[src/rtl/pattern_sequence_serializer_pkg.sv]
// rtl/pattern_sequence_serializer_pkg.sv - shared types and constants for the pattern sequence serializer
package pattern_sequence_serializer_pkg;

    localparam int SEQ_LEN_DEF = 28;

    localparam logic ORDER_MSB_FIRST = 1'b0;
    localparam logic ORDER_LSB_FIRST = 1'b1;

    typedef enum logic [1:0] {
        ST_IDLE  = 2'd0,
        ST_SHIFT = 2'd1,
        ST_DONE  = 2'd2
    } state_t;

endpackage

[src/rtl/pattern_sequence_serializer_shift_reg.sv]
// rtl/pattern_sequence_serializer_shift_reg.sv - seq_shift_reg: loadable bidirectional rotating shift register
module seq_shift_reg
    import pattern_sequence_serializer_pkg::*;
#(
    parameter int SEQ_LEN = SEQ_LEN_DEF
) (
    input  logic               clk,
    input  logic               reset,
    input  logic               load,
    input  logic               shift,
    input  logic               lsb_first,
    input  logic [SEQ_LEN-1:0] din,
    output logic               sout_next
);

    logic [SEQ_LEN-1:0] sreg;
    logic               dir;

    // Rotating rather than shifting keeps the captured sequence intact for repeated passes.
    always_ff @(posedge clk) begin
        if (reset) begin
            sreg <= '0;
            dir  <= ORDER_MSB_FIRST;
        end else if (load) begin
            sreg <= din;
            dir  <= lsb_first;
        end else if (shift) begin
            if (dir == ORDER_LSB_FIRST)
                sreg <= {sreg[0], sreg[SEQ_LEN-1:1]};
            else
                sreg <= {sreg[SEQ_LEN-2:0], sreg[SEQ_LEN-1]};
        end
    end

    // Bit that reaches the output end after the next shift.
    assign sout_next = (dir == ORDER_LSB_FIRST) ? sreg[1] : sreg[SEQ_LEN-2];

endmodule

[src/rtl/pattern_sequence_serializer.sv]
// rtl/pattern_sequence_serializer.sv - parallel-to-serial stimulus source for the pattern recognizer; optional SERIALIZER_REPEAT_EN
module pattern_sequence_serializer
    import pattern_sequence_serializer_pkg::*;
#(
    parameter int SEQ_LEN = SEQ_LEN_DEF,
    parameter int IDX_W   = 5
) (
    input  logic               clk,
    input  logic               reset,
    input  logic               load,
`ifdef SERIALIZER_REPEAT_EN
    input  logic               repeat_en,
`endif
    input  logic [SEQ_LEN-1:0] seq_in,
    input  logic               type_in,
    input  logic               lsb_first,
    output logic               X,
    output logic               TYPE,
    output logic               x_valid,
    output logic               busy,
    output logic               done
);

    localparam logic [IDX_W-1:0] LAST_IDX = IDX_W'(SEQ_LEN - 1);

    state_t           state;
    logic [IDX_W-1:0] idx;
    logic             sr_load;
    logic             sr_shift;
    logic             sout_next;
    logic             rpt;

`ifdef SERIALIZER_REPEAT_EN
    assign rpt = repeat_en;
`else
    assign rpt = 1'b0;
`endif

    assign sr_load  = (state == ST_IDLE) && load;
    assign sr_shift = (state == ST_SHIFT);

    seq_shift_reg #(.SEQ_LEN(SEQ_LEN)) u_shift_reg (
        .clk       (clk),
        .reset     (reset),
        .load      (sr_load),
        .shift     (sr_shift),
        .lsb_first (lsb_first),
        .din       (seq_in),
        .sout_next (sout_next)
    );

    always_ff @(posedge clk) begin
        if (reset) begin
            state   <= ST_IDLE;
            idx     <= '0;
            X       <= 1'b0;
            TYPE    <= 1'b0;
            x_valid <= 1'b0;
            busy    <= 1'b0;
            done    <= 1'b0;
        end else begin
            done <= 1'b0;
            case (state)
                ST_IDLE: begin
                    if (load) begin
                        state   <= ST_SHIFT;
                        idx     <= '0;
                        TYPE    <= type_in;
                        busy    <= 1'b1;
                        x_valid <= 1'b1;
                        // First bit is taken straight from seq_in so it appears one cycle after load.
                        X       <= (lsb_first == ORDER_LSB_FIRST) ? seq_in[0] : seq_in[SEQ_LEN-1];
                    end
                end
                ST_SHIFT: begin
                    if (idx == LAST_IDX) begin
                        done <= 1'b1;
                        if (rpt) begin
                            idx <= '0;
                            X   <= sout_next;
                        end else begin
                            state   <= ST_DONE;
                            X       <= 1'b0;
                            x_valid <= 1'b0;
                            busy    <= 1'b0;
                        end
                    end else begin
                        idx <= idx + IDX_W'(1);
                        X   <= sout_next;
                    end
                end
                ST_DONE: begin
                    state <= ST_IDLE;
                end
                default: begin
                    state <= ST_IDLE;
                end
            endcase
        end
    end

endmodule

[config.mk]
export PLATFORM = sky130hd
export DESIGN_NAME = pattern_sequence_serializer
export DESIGN_NICKNAME = d
export VERILOG_FILES = /design/src/rtl/pattern_sequence_serializer_pkg.sv /design/src/rtl/pattern_sequence_serializer_shift_reg.sv /design/src/rtl/pattern_sequence_serializer.sv
export SDC_FILE = /design/constraint.sdc
export NUM_CORES = 1
export LEC_CHECK = 0
export BUFFER_PORTS_ARGS = -buffer_cell sky130_fd_sc_hd__buf_2
export CAP_MARGIN = 20
export CELL_PAD_IN_SITES_DETAIL_PLACEMENT = 0
export CELL_PAD_IN_SITES_GLOBAL_PLACEMENT = 1
export CORE_ASPECT_RATIO = 1.25
export CORE_MARGIN = 1.5
export CORE_UTILIZATION = 38
export CTS_CLUSTER_DIAMETER = 150
export DETAILED_ROUTE_END_ITERATION = 16
export PLACE_DENSITY_LB_ADDON = 0.25
export SYNTH_ARGS = -nofsm -noshare
export SYNTH_HDL_FRONTEND = slang
export SYNTH_HIERARCHICAL = 1
export SYNTH_SLANG_ARGS = --single-unit
[constraint.sdc]
create_clock -name clk -period 1.55 [get_ports clk]
set_input_delay 0.31 -clock clk [delete_from_list [all_inputs] [get_ports clk]]
set_output_delay 0.31 -clock clk [all_outputs]
set_load 0.05 [all_outputs]
==> impl_metrics.py <==
metrics = {
    "status": {
        "outcome": "complete, no violations",
    },
    "critical_path": {
        "crit_start": "state[0]",
        "critPathMaxFanout": 9,
        "cp.required_ns": 1.72,
        "r2r_end": "u_shift_reg/sreg[27]",
        "critPathArrivalTime_ns": 1.64,
        "critPathSlowestCell": "or3b_4",
        "max_stage_delay_ns": 0.41,
        "rrSetupSlack_ns": 0.08,
        "startpoint_type": "register",
        "critical_path.top_delay_family": "simple AND/OR/NAND/NOR gates",
        "crit_type": "reg -> reg",
        "critical_path.cell_chain": "or3b_4 -> inv_2 -> buf_12 -> nor3_1 -> a2111oi_0",
        "reg2reg_depth": 5,
        "end_kind": "register",
        "r2r_start": "state[0]",
        "path_buf_inv": 2,
    },
    "yosys": {
        "yosys_warnings": 6,
        "ys_ff_latch": 40,
        "synthCells": 224,
        "avgSynthCellArea_um2": 9.797,
        "synthXorXnorAreaFrac_pct": 0,
        "yosys.area_share.simple_pct": 20.24,
        "synth.area.mux_share_pct": 13.68,
        "syn_nets": 258,
        "synth_area_um2": 2195,
        "synth_top_family_by_area": "compound AO/OA/AOI/OAI gates",
        "ys_seq_area_share_pct": 36.49,
        "synthDistinctLibCells": 36,
        "synth-adder-area-share_pct": 0.5701,
        "synth_compound_area_share_pct": 22.63,
    },
    "clock_tree": {
        "cts_max_level": 2,
        "cts_tree": "built",
        "cts.sinks": 40,
        "clockBufferDepth": 2,
        "insertion_delay_ns": 0.29,
        "clkTransAtPathRegs_ns": 0.08,
        "cts_buffers": 5,
        "cts_root_buf": "clkbuf_8",
    },
    "floorplanning": {
        "row_count": 30,
        "ios": 38,
        "die_area_um2": 6243,
        "dieWidth_um": 70.97,
        "initial_core_util_pct": 39.77,
        "die_h_um": 87.97,
        "core_um2": 5518,
    },
    "power": {
        "p_comb_share_pct": 20.9,
        "p_int_w": 0.001687,
        "p_sw_w": 0.0006795,
        "swShare_pct": 28.72,
        "ir_worst_vdd_uv": 491.7,
        "power_density_nw_per_um2": 892.9,
        "p_leak_nw": 0.9644,
        "seq_power_share_pct": 48.8,
        "clkPwrFrac_pct": 30.3,
    },
    "drt": {
        "ant_nets": 0,
        "wl_met2_um": 2522,
        "detail_route.wirelength_um": 5034,
        "route.met3.wl_um": 163,
        "drc": 0,
        "vias": 1842,
        "drt_iter0_drc": 112,
        "via_per_inst": 5.599,
        "top_layer_used": "met4",
        "detail_route.wl_per_cell_um": 15.30,
        "dr.pass1.iters": 4,
        "wl_met1_um": 2289,
    },
    "timing": {
        "drv_slew": 0,
        "setup_viol": 0,
        "finalHoldViolCount": 0,
        "max_freq_ghz": 0.6826,
        "slew_headroom_pct": 77.08,
        "period_share_pct": 94.52,
        "worst_pin_slew_ns": 0.3351,
        "post-route-min-period_ns": 1.465,
        "worst_slack_ns": 0.08494,
        "rsz0062_at_grt": "false",
        "finClkSkew_ns": 0.005731,
    },
    "place": {
        "dp_slack_ns": 0.01557,
        "placed_cells": 320,
        "place_congestion": 0.7497,
        "hpwl_um": 3395,
        "port_buffers": 37,
    },
    "worst_hold_path": {
        "worstHoldPathCells": 3,
        "hp-start": "type_in",
        "min_path_type": "in -> reg",
        "hold_end": "TYPE",
    },
    "finish": {
        "fin_cells": 329,
        "layout-drive-gt1-share_pct": 33.58,
        "final_common_cell": "dfxtp_1",
        "diodes": 0,
        "layout_common_cells": "dfxtp_1 (40), buf_2 (37), mux2i_1 (30)",
        "area_growth_pct": 20.75,
        "final_nets": 298,
    },
    "global_routing": {
        "grt_pass1_wl_um": 8556,
        "antenna_found_initial": 0,
        "grt_max_degree": 22,
        "grt_remaining_overflow": 0,
        "grt.total_usage_pct": 16.95,
        "grt_pass1_vias": 1801,
    },
    "job": {
        "drv_cap": 0,
    },
}
timing repair:
item	in CTS	in global routing
setup endpoints to repair	0	9
setup buffers	0	1
hold buffers	0	0
gates resized for setup	0	2
cells by family (layout without fill, tap and decap cells):
kind of cell | after synthesis | after routing
and+or+nand+nor | 78 | 78
AOI/OAI and AO/OA | 47 | 47
DFF | 40 | 40
muxes | 30 | 30
buffers and inverters | 28 | 69
adders and majority gates | 1 | 1
metrics by stage:
step / hold WS (ns) / instance area [um2] / power, W / utilization [%] / TNS, ns
detailed placement: 0.4914 / 2547 / 0.001676 / 46.17 / 0
global placement: 0.4684 / 2547 / 0.001671 / 46.17 / 0
floorplan: 0.3893 / 2211 / 0.001503 / - / -0.2289
finish: 0.2502 / 2650 / 0.002366 / 48.03 / 0
global route: 0.2616 / 2650 / 0.002493 / 48.03 / 0
CTS: 0.2407 / 2640 / 0.002402 / 47.85 / 0
power by group through the flow:
stage          logic, W  clock network [W]  registers, W
3_5_place_dp   0.000497                  0       0.00118
2_1_floorplan  0.000321                  0       0.00118
4_1_cts        0.000498           0.000749       0.00116
5_1_grt        0.000543           0.000785       0.00117
3_3_place_gp   0.000492                  0       0.00118
6_report       0.000494           0.000717       0.00116
area by class of cell:
class | instances | area (um2)
well taps | 64 | 80.08
repair buffers | 55 | 395.4
inverters | 6 | 25.02
flip-flops and latches | 40 | 800.8
multi-input cells | 156 | 1256
fillers | 546 | 2868
clock buffers | 6 | 82.58
clock inverters | 2 | 10.01
worst max path at each step:
| stage | slack (ns) | cells past startpoint | end |
|---|---|---|---|
| after floorplan | -0.02 | 6 | u_shift_reg/dir |
| after global placement | 0.001 | 6 | u_shift_reg/sreg[27] |
| after detailed placement | 0.02 | 6 | u_shift_reg/sreg[2] |
| after CTS | 0.06 | 5 | u_shift_reg/sreg[2] |
| after global routing | 0.004 | 6 | u_shift_reg/dir |
| final | 0.08 | 5 | u_shift_reg/sreg[27] |
synthesized netlist by cell type:
library cell | n | area share (%)
o211ai_1 | 5 | 1.7
o21ai_0 | 1 | 0.23
a21oi_1 | 6 | 1.4
or4_1 | 1 | 0.34
nand4_1 | 2 | 0.57
or3b_1 | 1 | 0.40
nand2_1 | 28 | 4.8
buf_1 | 1 | 0.17
a2111oi_0 | 2 | 0.80
a211o_1 | 1 | 0.40
a211oi_1 | 1 | 0.34
nor2_1 | 5 | 0.86
o221ai_2 | 20 | 14
nor2b_1 | 1 | 0.29
buf_4 | 2 | 0.68
dfxtp_1 | 40 | 36
a21o_1 | 1 | 0.34
o21ba_2 | 1 | 0.46
a31oi_1 | 2 | 0.57
nand3b_1 | 26 | 8.9
o221ai_1 | 6 | 2.4
nor3_1 | 3 | 0.68
nand3_1 | 3 | 0.68
and4b_4 | 1 | 0.63
and2_1 | 1 | 0.29
buf_6 | 2 | 1.0
nand4b_1 | 1 | 0.40
clkbuf_1 | 7 | 1.2
inv_1 | 5 | 0.86
o21a_1 | 1 | 0.34
inv_2 | 1 | 0.17
or3_1 | 4 | 1.1
ha_1 | 1 | 0.57
buf_2 | 10 | 2.3
nand2b_1 | 1 | 0.29
mux2i_1 | 30 | 14
worst min-delay path: stages:
cell,delay [ns]
buf_2,0.07
mux2i_1,0.05
nor2_1,0.07
state kept, by name, summed over array words and instances (netlist names):
name	flops
TYPE	1
busy	1
idx	5
state	2
u_shift_reg/sreg	28
done	1
X	1
u_shift_reg/dir	1
layer usage:
metal / global-route usage, % / vias up
met3: 2.992 / 5
met2: 30.50 / 25
met5: 0 / -
met4: 5.146 / 0
met1: 20.59 / 883
li1: - / 929
Power figures use the tool's default switching activity.
